### src/rtl/hash_arbiter.sv
// hash_arbiter: round-robin front end for a single shared hash core.
// Grants one requester at a time, launches the core with the winner's key,
// waits for the core's ready and returns the value as a one-cycle ack. A
// watchdog aborts the operation with an err pulse if the core never answers.
module hash_arbiter #(
  parameter int NUM_REQ = 4,
  parameter int KEY_W   = 64,
  parameter int VAL_W   = 32,
  parameter int TIMEOUT = 255
) (
  input  logic                     clk,
  input  logic                     rst,
  input  logic [NUM_REQ-1:0]       req_i,
  input  logic [NUM_REQ*KEY_W-1:0] key_i,
  output logic [NUM_REQ-1:0]       ack_o,
  output logic [NUM_REQ-1:0]       err_o,
  output logic [VAL_W-1:0]         val_o,
  output logic                     busy_o,
  output logic                     hash_start_o,
  output logic [KEY_W-1:0]         hash_key_o,
  input  logic                     hash_ready_i,
  input  logic [VAL_W-1:0]         hash_val_i
);

  localparam int IDX_W = (NUM_REQ > 1) ? $clog2(NUM_REQ) : 1;
  localparam int CNT_W = $clog2(TIMEOUT);
  localparam logic [NUM_REQ-1:0] ONE_HOT0 = {{(NUM_REQ-1){1'b0}}, 1'b1};
  localparam logic [CNT_W-1:0]   CNT_LAST = CNT_W'(TIMEOUT - 1);
  localparam logic [IDX_W-1:0]   IDX_LAST = IDX_W'(NUM_REQ - 1);

  typedef enum logic [2:0] {
    IDLE,
    ISSUE,
    WAIT,
    RESP,
    ABORT
  } state_t;

  state_t           state;
  logic [IDX_W-1:0] rr_ptr;
  logic [IDX_W-1:0] grant;
  logic [CNT_W-1:0] wait_cnt;

  logic             pick_valid;
  logic [IDX_W-1:0] pick_idx;
  logic [IDX_W-1:0] cand;
  logic [IDX_W-1:0] rr_next;

  // Round-robin pick: scan downward so the last hit is the one closest to rr_ptr.
  always_comb begin
    pick_valid = 1'b0;
    pick_idx   = '0;
    cand       = '0;
    for (int i = NUM_REQ - 1; i >= 0; i--) begin
      cand = IDX_W'((int'(rr_ptr) + i) % NUM_REQ);
      if (req_i[cand]) begin
        pick_valid = 1'b1;
        pick_idx   = cand;
      end
    end
  end

  assign rr_next = (grant == IDX_LAST) ? '0 : grant + IDX_W'(1);

  // Main sequencer: grant, launch, wait with watchdog, then report ack or err.
  always_ff @(posedge clk or negedge rst) begin
    if (!rst) begin
      state        <= IDLE;
      rr_ptr       <= '0;
      grant        <= '0;
      wait_cnt     <= '0;
      ack_o        <= '0;
      err_o        <= '0;
      val_o        <= '0;
      busy_o       <= 1'b0;
      hash_start_o <= 1'b0;
      hash_key_o   <= '0;
    end else begin
      case (state)
        IDLE: begin
          ack_o <= '0;
          err_o <= '0;
          if (pick_valid) begin
            grant        <= pick_idx;
            hash_key_o   <= key_i[pick_idx*KEY_W +: KEY_W];
            hash_start_o <= 1'b1;
            busy_o       <= 1'b1;
            state        <= ISSUE;
          end
        end
        ISSUE: begin
          hash_start_o <= 1'b0;
          wait_cnt     <= '0;
          state        <= WAIT;
        end
        WAIT: begin
          wait_cnt <= wait_cnt + CNT_W'(1);
          if (hash_ready_i) begin
            val_o <= hash_val_i;
            ack_o <= ONE_HOT0 << grant;
            state <= RESP;
          end else if (wait_cnt == CNT_LAST) begin
            val_o <= '0;
            err_o <= ONE_HOT0 << grant;
            state <= ABORT;
          end
        end
        RESP, ABORT: begin
          ack_o  <= '0;
          err_o  <= '0;
          busy_o <= 1'b0;
          rr_ptr <= rr_next;
          state  <= IDLE;
        end
        default: begin
          state <= IDLE;
        end
      endcase
    end
  end

endmodule
### config.mk
export PLATFORM = sky130hd
export DESIGN_NAME = hash_arbiter
export DESIGN_NICKNAME = d
export VERILOG_FILES = /design/src/rtl/hash_arbiter.sv
export SDC_FILE = /design/constraint.sdc
export NUM_CORES = 1
export LEC_CHECK = 0
export BUFFER_PORTS_ARGS = -buffer_cell sky130_fd_sc_hd__clkbuf_2
export CORE_AREA = 2 2 154 156
export DETAILED_ROUTE_END_ITERATION = 7
export DIE_AREA = 0 0 156 158
export GPL_TIMING_DRIVEN = 0
export MAX_ROUTING_LAYER = met4
export SYNTH_ARGS = -nofsm -noshare
export SYNTH_HDL_FRONTEND = slang
export SYNTH_SLANG_ARGS = --single-unit
### constraint.sdc
create_clock -name clk -period 3.1 [get_ports clk]
set_input_delay 0.62 -clock clk [delete_from_list [all_inputs] [get_ports clk]]
set_output_delay 0.62 -clock clk [all_outputs]
set_load 0.05 [all_outputs]
# == Yosys cells after proc, flatten, opt, wreduce, memory -nomap -nowiden ==
# Cells that the tools add are included.
# classes
add_sub_neg,5
magnitude_cmp,4
eq_ne,11
shift,2
muxes,32
reduce_logical,15
# op_table
operator,count
$shiftx A256 B9 Y64,1
$mux W32,2
$pmux W4 S2,2
$pmux W8 S2,1
$lt A2 B3 Y1 const B,4
$mux W4,3
$reduce_and A2 Y1,6
$mux W2,5
$reduce_bool A2 Y1,5
$mux W1,9
$mux W3,3
$pmux W3 S3,1
$add A8 B1 Y8 const B,1
$bmux W1 S2,4
$eq A8 B8 Y1 const B,1
$ne A2 B2 Y1 const B,4
$eq A3 B2 Y1 const B,2
$add A2 B1 Y2 const B,2
$add A2 B2 Y2 const B,2
$pmux W1 S2,2
$shl A1 B2 Y4 const A,1
$eq A3 B1 Y1 const B,1
$eq A3 B3 Y1 const B,1
$logic_not A3 Y1,1
other kinds (5),5
# totals
register_bits,121
in_bits,295
output_inout_bits,106

# == Longest topological paths before layout ==
# Gate-level depths: netlist of run 1.
# depth
ltp_word,9
depth_mapped,8

# == Worst setup path after synthesis of run 1 ==
# Ideal clock, no wire load.
# synth_timing
kind,input to register
from,input port req_i[2]
to,register hash_key_o[3]
setup_ns,0.138
t_arrival_ns,1.856
setup_slack_ns,1.107
path_stages,8
n_path_buf,3
cell_sequence,nor4_2 -> or4_1 -> buf_6 -> nor3_4 -> buf_6 -> buf_8 -> and3_1 -> a311oi_2
# synth_between
elab_chain_len,7
# synth_lines
item,line_no,text
"start, declared",13,"input logic [NUM_REQ-1:0] req_i,"
$bmux W1 S2,56,if (req_i[cand]) begin
$mux W1 (not written as such),56,
$mux W2 / $mux W1 (equally long branches) (4 in series),56,
$shiftx A256 B9 Y64 / $reduce_and A2 Y1 (equally long branches),-,
"end signal, assigned",85,hash_key_o <= key_i[pick_idx*KEY_W +: KEY_W];
"end, declared",20,"output logic [KEY_W-1:0] hash_key_o,"
# Parallel ways exist; a longest one is shown, timed or not. The select of a mux whose other input is x is not followed.
# A chain may end at the register's enable or synchronous reset.

# == Final worst setup path of run 1 ==
# layout_timing
from,register rr_ptr[1]
to,register hash_key_o[5]
# layout_between
elab_chain_len,8
# layout_lines
item,line_no,text
"start, declared",40,logic [IDX_W-1:0] rr_ptr;
"start signal, assigned",112,rr_ptr <= rr_next;
$add A2 B2 Y2,55,cand = IDX_W'((int'(rr_ptr) + i) % NUM_REQ);
$bmux W1 S2,56,
$mux W1 (not written as such),56,
$mux W2 / $mux W1 (equally long branches) (4 in series),56,
$shiftx A256 B9 Y64 / $reduce_and A2 Y1 (equally long branches),-,
# Parallel ways exist; a longest one is shown, timed or not. The select of a mux whose other input is x is not followed.

==> results of run 1 <==
-- sequential cells by signal (all words and copies together), names as in the netlist --
register      count
busy_o            1
rr_ptr            2
state             3
hash_start_o      1
grant             2
wait_cnt          8
val_o            32
ack_o             4
err_o             4
hash_key_o       64
-- area by class of cell --
type,instances,share of cell area [%]
diodes,3,0.0750
plain buffers,64,4.00
clock buffers,17,4.25
clock inverters,15,1.66
inverters,4,0.150
multi-input cells,608,35.6
flip-flops and latches,121,30.3
well taps,290,3.63
repair buffers,401,20.4
-- cell families (layout without fill, tap and decap cells) --
| kind of cell | Yosys count | in the layout |
|---|---|---|
| AOI/OAI and AO/OA | 152 | 152 |
| xor gates and xnor gates | 2 | 2 |
| adders and majority gates | 6 | 6 |
| buffers and inverters | 68 | 501 |
| DFF | 121 | 121 |
| muxes | 1 | 1 |
| other | 0 | 3 |
| and+or+nand+nor | 447 | 447 |
-- Yosys cell counts, drive strengths merged (3+ instances only) --
cell | count | share of area, %
nor2b | 8 | 0.71
inv | 4 | 0.21
nand3 | 4 | 0.29
nor3 | 3 | 0.38
a22o | 40 | 5.0
and3 | 66 | 5.9
a21oi | 7 | 0.50
nand2b | 4 | 0.36
a311oi | 65 | 13
buf | 42 | 4.5
nor2 | 76 | 4.2
clkbuf | 22 | 1.2
a21o | 3 | 0.32
a22oi | 6 | 0.64
ha | 6 | 1.1
nand2 | 275 | 15
o21ai | 24 | 1.7
dfrtp | 121 | 43
-- per-layer routing --
metal | share of wire [%] | vias to the layer above | track usage [%]
li1 | - | 3634 | -
met1 | 41 | 3562 | 27.1
met2 | 49 | 336 | 38.6
met3 | 8.2 | 46 | 6.27
met4 | 2.4 | 0 | 7.99
met5 | 0 | - | -
-- power breakdown --
group          switching [W]  internal (W)
sequential          0.000455       0.00230
clock               0.000821       0.00120
combinational        0.00487       0.00212
total                0.00614       0.00563
-- worst max-delay path, cell delays in order, from the launching register on --
cell and delay, ns:
dfrtp_1 0.32, buf_2 0.18, nand2_1 0.06, a311oi_1 0.52, nor2_1 0.16, nor2_4 0.35, buf_2 0.39, a311oi_1 0.14
-- path summary, 6_finish.rpt --
path / end / slack, ns / from / cells past startpoint
hold / removal: val_o[29] / 0.16 / rst / 1
setup reg to reg: hash_key_o[5] / 0.84 / rr_ptr[1] / 7
setup / recovery: hash_key_o[5] / 0.84 / rr_ptr[1] / 7
hold reg to reg: wait_cnt[6] / 0.49 / wait_cnt[6] / 1
max in group asynchronous: hash_key_o[57] / 2.22 / rst / 2
min in group clk: val_o[6] / 0.43 / hash_val_i[6] / 2
-- stage by stage --
stage	util (%)	worst slack, ns	instances
6_report	43.4	0.840	1523
5_1_grt	43.4	0.522	1523
4_1_cts	43.4	0.760	1520
3_5_place_dp	40.8	0.447	1488
3_3_place_gp	40.7	-0.578	1487
2_1_floorplan	-	1.11	797
==> results.txt, run 1 <==
The clock-pin transition on the worst setup and hold timing paths came out at 0.06 ns. The maximum clock rate is 442 MHz. The initial antenna violation count is 3. The fraction of layout instances using a drive strength above 1 came out at 43.3%. During I/O placement, the number of pins put on the boundary was 401. The worst-case clock skew is 0.0101 ns. The core outline area is 23,100 µm². After synthesis, the largest family of logic cells by area is simple AND/OR/NAND/NOR gates.

The run finished with clean final reports. The final net count is 1,518. The horizontal extent of the die came out at 156 µm. Synthesis produced 797 cells.

The number of instances resized during post-cts repair came out at 0. Multiplexer cells account for 0.143% of the synthesized area. The total power of the final layout came out at 0.0118 W.

The number of iterations in the first detailed-routing pass is 5. The number of DRC violations after detailed-routing iteration 0 came out at 444. The combined area of the multi-input logic cells came out at 3560 µm².

The die area is 24,600 µm². Dividing total power by cell area gives a power density of 1180 nW/µm². The starting density of the core is 30.4%. Summing all flip-flop and latch instances after layout gives 3030 µm². The adder-cell share of the synthesized area is 1.07%. The floorplan step set the die height to 158 µm. The number of sinks handled by clock tree synthesis is 121.

After detailed routing, the number of vias per cell comes to 4.98. Leaving out fill and tap cells, the most frequent cell in the layout is clkbuf_2. The number of placement rows is 56. The remaining design rule violation count came out at 0. The finished cells cover 10,000 µm².

The aggregate global-route resource usage came out at 23.2%. The critical path startpoint category is a flip-flop. The post-synthesis cell type count is 43. STA classifies the critical path endpoint as a flip-flop. The number of flops mapped to enable cells by yosys came out at 0.

The via count of the first global-routing pass is 7,569. The synthesized net count is 1,098. The H-tree generated during clock tree synthesis spans 4 levels. Setup repair after global routing left no endpoint under its margin. In the finished design, the share of the clock period the worst path needs comes to 72.9%.

The static leakage power is 5.28 nW. At the later pin of the worst-skew pair, clock insertion delay measures 0.42 ns. The total clock buffers created by CTS is 17. After Yosys synthesis, XOR and XNOR cells account for 0.250% of the synthesized area. The critical setup path kind is flip-flop to flip-flop. The area growth from synthesis to layout is 42.8%. For the worst setup path, the data required time is 3.37 ns. The buffers inserted during post-CTS setup optimization came out at 0. In the layout the commonest cells are clkbuf_2, nand2_1, dfrtp_1, nor2_1, and3_1. The post-synthesis share of cell area spent on and, or, nand and nor gates came out at 27.7%. After detailed placement, the total cell area comes to 9410 µm².

The share of flip-flops with an asynchronous set or reset is 100%. The peak supply drop is 418 µV. The routed length per placed instance is 18.6 µm. Of the synthesized area, sequential elements account for 43.2%. The first global-routing pass estimated 42.0 mm of wire. The slew at the pin closest to its max-slew limit came out at 0.664 ns. The final number of setup-violating endpoints came out at 0. The number of buffers on the longest clock path came out at 2. Hold repair after CTS inserted 0 buffers.

The antenna violation net count after detailed routing came out at 0. The path class of the tightest hold or removal check is primary input to asynchronous set/reset pin. The cell sitting at the root of the clock tree is a clkbuf_16. The number of synthesized register bits came out at 121. The final layout contains routed wiring with a total length of 28.4 mm. For this run, the number of Yosys warnings is 0. Summing the areas of all compound-gate instances in the mapped netlist gives 21.7% of the synthesized area.

After synthesis the cells add up to 7010 µm². The detailed-route via count came out at 7,578. The tightest slew margin relative to the limit came out at 55.8%.

TritonCTS built the clock tree. The signal arrival time at the worst endpoint came out at 2.53 ns. Dividing the synthesized area by the synthesized cell count gives 8.79 µm².

The total overflow left after global routing is 0. At the end of routability-driven placement, the weighted congestion stood at 0.971. Max-cap violations in this run came to 0. Once detailed placement completed, the half-perimeter wirelength came to 22.0 mm. The final number of max-transition violations came out at 0. The total count of hold-check failures in the final report is 0. The post-layout minimum cycle time is 2.26 ns.

The total of fill cells in the finished design is 2,369. The largest net degree at the start of global routing came out at 64. In the synthesized netlist the dominant register cell turns out to be dfrtp_1. Port buffering added 400 buffers. The largest fanout of any net on the critical path came out at 10.

The final total negative setup slack is 0 ns. The smallest hold slack came out at 0.161 ns.
(Power assumes the default switching activity.)
==> run 2: changes to the inputs <==
==> constraint.sdc (replaced) <==
create_clock -name clk -period 2 [get_ports clk]
set_input_delay 0.4 -clock clk [delete_from_list [all_inputs] [get_ports clk]]
set_output_delay 0.4 -clock clk [all_outputs]
set_load 0.05 [all_outputs]
==> results.txt, run 2 (synthesis gave the netlist of run 1 again) <==
The die area came to 24,600 µm² (unchanged). The final reports fail on setup timing. The worst setup margin is -0.0412 ns (was 0.840 ns).

The highest metal layer used by the detailed router is met4 (unchanged). The number of placed cells counting well taps came out at 1,488 (unchanged). The count of buffers from port buffering is 400 (unchanged).

The CTS H-tree depth is 4 (unchanged). The detailed-routed wire length on met3 came out at 2.15 mm (was 2.31 mm). The final number of setup-violating endpoints is 52 (was 0). The path with the worst hold slack has its endpoint at val_o[18]. The number of buffers on the longest clock path came out at 2 (unchanged). The largest net degree at the start of global routing is 64 (unchanged).

The critical setup path kind is flip-flop to flip-flop (unchanged). The initial antenna violation count came to 3 (unchanged). The non-filler instance count after layout came out at 1,536 (was 1,523). Most used cells in the layout excluding fill and tap cells: clkbuf_2, nand2_1, dfrtp_1, nor2_1, a311oi_2 (was clkbuf_2, nand2_1, dfrtp_1, nor2_1, and3_1). The register bank with the most flops is hash_key_o (unchanged). The final critical-path share of the clock period came out at 102% (was 72.9%).

The flip-flop count of the largest register, all copies and words added is 64 (unchanged). The total clock buffers created by CTS came out at 17 (unchanged). The post-layout minimum cycle time came out at 2.04 ns (was 2.26 ns). The number of DRC violations after detailed-routing iteration 0 is 453 (was 444).

Largest registers: hash_key_o x64, val_o x32, wait_cnt x8 (unchanged). The post-detailed-routing wire length came to 28.9 mm (was 28.4 mm). The class of the worst hold path is primary input to flip-flop (was primary input to asynchronous set/reset pin). The power density over the cells came out at 1810 nW/µm² (was 1180 nW/µm²).

The worst hold path startpoint is hash_val_i[18]. The static leakage power came out at 5.40 nW (was 5.28 nW). The total of fill cells in the finished design came to 2,308 (was 2,369). The final number of max-transition violations is 0 (unchanged). The weighted congestion reported at the end of routability-driven placement came out at 0.971 (unchanged). Setup repair after global routing missed its margin: yes (was no). The number of placement rows is 56 (unchanged). The final net count is 1,531 (was 1,518).

The cell area after layout is 10,500 µm² (was 10,000 µm²). The area growth from synthesis to layout came out at 49.8% (was 42.8%). The fraction of layout instances using a drive strength above 1 came out at 48.0% (was 43.3%). The required time of the critical path came to 2.28 ns (was 3.37 ns). The wire length of the first global-routing pass came out at 42.3 mm (was 42.0 mm).

The total power of the final layout came out at 0.0190 W (was 0.0118 W). The startpoint of the worst-slack reg-to-reg timing path is state[2] (was rr_ptr[1]). The count of pins on the block boundary came out at 401 (unchanged). The largest fanout of any net on the critical path came out at 10 (unchanged).

The signal arrival time at the worst endpoint came out at 2.32 ns (was 2.53 ns). The smallest hold slack is 0.211 ns (was 0.161 ns). The sum of net half-perimeters after detailed placement is 22.0 mm (unchanged). The routed length on met2 is 14.1 mm (was 13.8 mm). The core outline area came to 23,100 µm² (unchanged). The routed length per placed instance is 18.8 µm (was 18.6 µm).

The maximum clock rate came out at 490 MHz (was 442 MHz). The aggregate global routing overflow was 0 (unchanged). The aggregate global-route resource usage is 23.4% (was 23.2%). The nature of the critical path endpoint was a flip-flop (unchanged).

The cell depth of the worst min-delay path came out at 2. The per-cell via count in the routed design is 4.98 (about the same). The worst reg-to-reg path cell count came out at 7 (unchanged). The die span in y came out at 158 µm (unchanged). The number of maximum-capacitance violations is 0 (unchanged). The detailed-route via count is 7,645 (was 7,578). The number of sinks handled by clock tree synthesis is 121 (unchanged). The peak supply drop is 670 µV (was 418 µV). The antenna violation net count after detailed routing came out at 0 (unchanged).

The total placed instance area is 9410 µm² (unchanged). The critical path startpoint category was a flip-flop (unchanged). The total count of hold-check failures in the final report came to 0 (unchanged).

The root buffer cell is clkbuf_16 (unchanged). The setup slack at placement was -0.433 ns (was 0.447 ns). The capturing point of the worst reg2reg path is hash_key_o[38] (was hash_key_o[5]). The horizontal extent of the die came out at 156 µm (unchanged).

The tightest slew margin relative to the limit was 63.6% (was 55.8%). The remaining design rule violation count was 0 (unchanged). The source-to-sink clock delay at the later pin of the worst-skew pair came out at 0.42 ns (about the same). Outcome: finished, violations left (was finished, final reports clean).

The slew at the pin closest to its max-slew limit is 0.542 ns (was 0.664 ns). The leading cell type in the layout, fill and taps excluded is clkbuf_2 (unchanged). The flop-to-flop setup slack is -0.04 ns (was 0.84 ns). The met1 wire length came out at 11.8 mm (was 11.6 mm).

The worst-case clock skew came to 0.0106 ns (was 0.0101 ns). The clock-pin transition on the worst setup and hold timing paths came out at 0.06 ns (about the same). The CTS tree is built (unchanged). The starting density of the core was 30.4% (unchanged). The number of iterations in the first detailed-routing pass came out at 5 (unchanged). The via count of the first global-routing pass came out at 7,588 (was 7,569).
run 2: cell count changes in the layout (fill, tap and decap cells not counted), sizes merged:
cell | previous run | this run
buf | 43 | 55
dlygate4sd3 | 0 | 1
run 2: worst max-delay path: stages, from the launching register on:
cell      delay (ns)
dfrtp_2         0.44
or4_4           0.60
nor3_4          0.23
buf_12          0.15
buf_12          0.14
buf_8           0.13
and3_1          0.18
a311oi_2        0.05
run 2: per-layer routing:
| metal | GRT usage, % | up-vias |
|---|---|---|
| met1 | 27.4 | 3602 |
| met2 | 38.9 | 330 |
| met5 | - | - |
| li1 | - | 3660 |
| met3 | 6.21 | 53 |
| met4 | 8.26 | 0 |
run 2: final cells by class:
type                    count  area [µm²]  share of cell area (%)
diodes                      3        7.51                  0.0715
plain buffers              61         498                    4.74
clock buffers              17         425                    4.05
clock inverters            15         166                    1.59
inverters                   4        15.0                   0.143
multi-input cells         608        3760                    35.8
flip-flops and latches    121        3030                    28.9
well taps                 290         363                    3.46
repair buffers            417        2230                    21.2
run 2: worst max path at each step:
stage	from	endpoint	slack, ns	cells past startpoint
2_1_floorplan	state[2]	hash_key_o[3]	0.17	7
3_3_place_gp	rst	hash_key_o[49]	-1.46	1
3_5_place_dp	req_i[3]	hash_key_o[5]	-0.43	7
4_1_cts	state[2]	hash_key_o[51]	-0.006	7
5_1_grt	state[2]	hash_key_o[22]	-0.09	7
6_report	state[2]	hash_key_o[38]	-0.04	7
run 2: timing repair:
action | CTS | global route
endpoints found under the setup margin | 94 | 96
hold endpoints to repair | 57 | 0
gates resized for setup | 52 | 39
cloned | 1 | 2
pin swaps | 2 | 4
hold buffers | 1 | 0
setup buffers | 6 | 6
run 2: metrics by stage:
step | TNS, ns | util (%)
after floorplan | 0 | -
after global placement | -191.57 | 40.7
after detailed placement | -19.34 | 40.8
after CTS | -0.0165 | 44.4
after global routing | -3.96 | 45.5
final | -1.30 | 45.5
run 2: where the power goes:
| part | leakage, nW | internal (W) | switching [W] |
|---|---|---|---|
| Sequential | 1.44 | 0.00358 | 0.000733 |
| Combinational | 3.67 | 0.00385 | 0.00771 |
| Clock | 0.292 | 0.00187 | 0.00127 |
| Total | 5.40 | 0.00930 | 0.00972 |
==> run 3: changes to the inputs <==
--- a/config.mk
+++ b/config.mk
@@ -11,6 +11,7 @@
 export DIE_AREA = 0 0 156 158
 export GPL_TIMING_DRIVEN = 0
 export MAX_ROUTING_LAYER = met4
+export SETUP_SLACK_MARGIN = 0.05
 export SYNTH_ARGS = -nofsm -noshare
 export SYNTH_HDL_FRONTEND = slang
 export SYNTH_SLANG_ARGS = --single-unit
==> results.txt, run 3 (synthesis gave the netlist of run 1 again) <==
The class of the worst hold path is primary input to flip-flop (unchanged). The maximum clock rate is 499 MHz (was 490 MHz). The final number of max-transition violations was 0 (unchanged). The static leakage power came to 5.45 nW (was 5.40 nW).

The number of placement rows is 56 (unchanged). The CTS tree was built (unchanged). The power density over the cells came to 1810 nW/µm² (about the same).

The critical setup path kind was flip-flop to flip-flop (unchanged). The die area is 24,600 µm² (unchanged). The number of buffers on the longest clock path is 2 (unchanged). The per-cell via count in the routed design was 5.00 (was 4.98).

The final number of setup-violating endpoints is 1 (was 52). The aggregate global routing overflow was 0 (unchanged). The total clock buffers created by CTS came out at 17 (unchanged). The number of DRC violations after detailed-routing iteration 0 is 388 (was 453). The root buffer cell is clkbuf_16 (unchanged).

The number of maximum-capacitance violations came out at 0 (unchanged). The worst-case clock skew is 0.0100 ns (was 0.0106 ns). The cell area after layout came out at 10,700 µm² (was 10,500 µm²). The sum of net half-perimeters after detailed placement came out at 22.0 mm (unchanged). The largest fanout of any net on the critical path was 10 (unchanged). The worst setup margin came out at -0.00219 ns (was -0.0412 ns). The cell family with the largest share of critical-path delay is simple AND/OR/NAND/NOR gates (unchanged). Outcome: finished, violations left (unchanged). The peak supply drop was 687 µV (was 670 µV). The leading cell type in the layout, fill and taps excluded was clkbuf_2 (unchanged). The largest net degree at the start of global routing came out at 64 (unchanged).

The routed length per placed instance came out at 18.9 µm (was 18.8 µm). The clock-pin transition on the worst setup and hold timing paths came to 0.06 ns (about the same). The via count of the first global-routing pass was 7,613 (was 7,588). The wire length of the first global-routing pass came out at 42.5 mm (was 42.3 mm). Failing checks: setup timing (unchanged). Largest registers: hash_key_o x64, val_o x32, wait_cnt x8 (unchanged). The horizontal extent of the die came out at 156 µm (unchanged).

The detailed-route via count came out at 7,689 (was 7,645). The area growth from synthesis to layout was 52.6% (was 49.8%). The core outline area came to 23,100 µm² (unchanged). Setup repair after global routing missed its margin: yes (unchanged).

The final net count came out at 1,534 (was 1,531). The weighted congestion reported at the end of routability-driven placement is 0.971 (unchanged). The number of sinks handled by clock tree synthesis came out at 121 (unchanged).

The initial antenna violation count is 3 (unchanged). The number of iterations in the first detailed-routing pass came out at 4 (was 5). The setup slack at placement is -0.433 ns (unchanged). The nature of the critical path endpoint was a flip-flop (unchanged). The post-layout minimum cycle time came out at 2.00 ns (was 2.04 ns). Most used cells in the layout excluding fill and tap cells: clkbuf_2, nand2_1, dfrtp_1, nor2_1, a311oi_2 (unchanged).

The tightest slew margin relative to the limit is 64.1% (was 63.6%). The combined buffer and inverter count along the critical path came out at 3 (unchanged). The source-to-sink clock delay at the later pin of the worst-skew pair came out at 0.42 ns (about the same). The total count of hold-check failures in the final report came out at 0 (unchanged). The die span in y is 158 µm (unchanged). The delay contributed by the slowest stage of the critical path is 0.55 ns (was 0.60 ns). The register bank with the most flops is hash_key_o (unchanged). The final critical-path share of the clock period was 100% (was 102%). The worst-path cell with the longest stage delay is or4_4 (unchanged). The starting density of the core came to 30.4% (unchanged). The antenna violation net count after detailed routing came out at 0 (unchanged). The aggregate global-route resource usage came to 23.5% (was 23.4%).

The count of buffers from port buffering is 400 (unchanged). The required time of the critical path came out at 2.28 ns (about the same). The post-detailed-routing wire length was 29.1 mm (was 28.9 mm). The slew at the pin closest to its max-slew limit came to 0.534 ns (was 0.542 ns). The fraction of layout instances using a drive strength above 1 came out at 49.8% (was 48.0%).

The remaining design rule violation count is 0 (unchanged). The CTS H-tree depth is 4 (unchanged). The critical path startpoint category is a flip-flop (unchanged). The count of pins on the block boundary is 401 (unchanged).

Ordered list of cells on the worst path: or4_4 -> buf_6 -> nor3_4 -> buf_12 -> buf_8 -> and3_4 -> a311oi_2 (was or4_4 -> nor3_4 -> buf_12 -> buf_12 -> buf_8 -> and3_1 -> a311oi_2). The signal arrival time at the worst endpoint came to 2.28 ns (was 2.32 ns). The flip-flop count of the largest register, all copies and words added is 64 (unchanged). The total placed instance area is 9410 µm² (unchanged).
run 3: layout make-up:
type	instances	area, µm²
Timing Repair Buffer	418	2260
Multi-Input combinational cell	608	3860
Clock buffer	17	425
Buffer	63	557
Sequential cell	121	3030
Antenna cell	3	7.51
Clock inverter	15	166
Tap cell	290	363
Fill cell	2296	12400
Inverter	4	15.0
run 3: metal layers:
layer | GRT usage [%] | vias to the layer above | wire [µm]
li1 | - | 3669 | -
met1 | 27.4 | 3630 | 11700
met2 | 38.9 | 337 | 14200
met3 | 6.54 | 53 | 2350
met4 | 8.30 | 0 | 786
met5 | - | - | 0
run 3: repair_timing:
item / CTS / global route
endpoints found under the setup margin: 95 / 95
buffers inserted: 4 / 7
gates resized for setup: 82 / 44
endpoints found under the hold margin: 57 / 0
cloned: 2 / 3
hold buffers: 1 / 0
pin swaps: 31 / 10
run 3: final timing paths:
| kind | start | end | slack, ns | depth (start not counted) |
|---|---|---|---|---|
| max | state[2] | hash_key_o[61] | -0.002 | 7 |
| min | hash_val_i[18] | val_o[18] | 0.21 | 2 |
| max reg2reg | state[2] | hash_key_o[61] | -0.002 | 7 |
| min reg2reg | wait_cnt[6] | wait_cnt[6] | 0.50 | 1 |
| max in group asynchronous | rst | hash_key_o[57] | 0.77 | 3 |
| min in group asynchronous | rst | val_o[29] | 0.52 | 2 |
run 3: power breakdown:
group	leakage, nW	internal, W	switching [W]
Combinational	3.72	0.00406	0.00781
Clock	0.292	0.00187	0.00127
Sequential	1.44	0.00358	0.000719
run 3: per-stage QoR:
stage | util, % | std cells | setup TNS (ns) | total power, W | hold WS [ns]
6_report | 46.4 | 1539 | -0.00219 | 0.0193 | 0.209
5_1_grt | 46.4 | 1539 | -3.63 | 0.0204 | 0.198
4_1_cts | 45.1 | 1526 | -0.0165 | 0.0190 | 0.189
3_5_place_dp | 40.8 | 1488 | -19.34 | 0.0152 | 0.420
3_3_place_gp | 40.7 | 1487 | -191.57 | 0.0151 | 0.477
2_1_floorplan | - | 797 | 0 | 0.0121 | 0.104
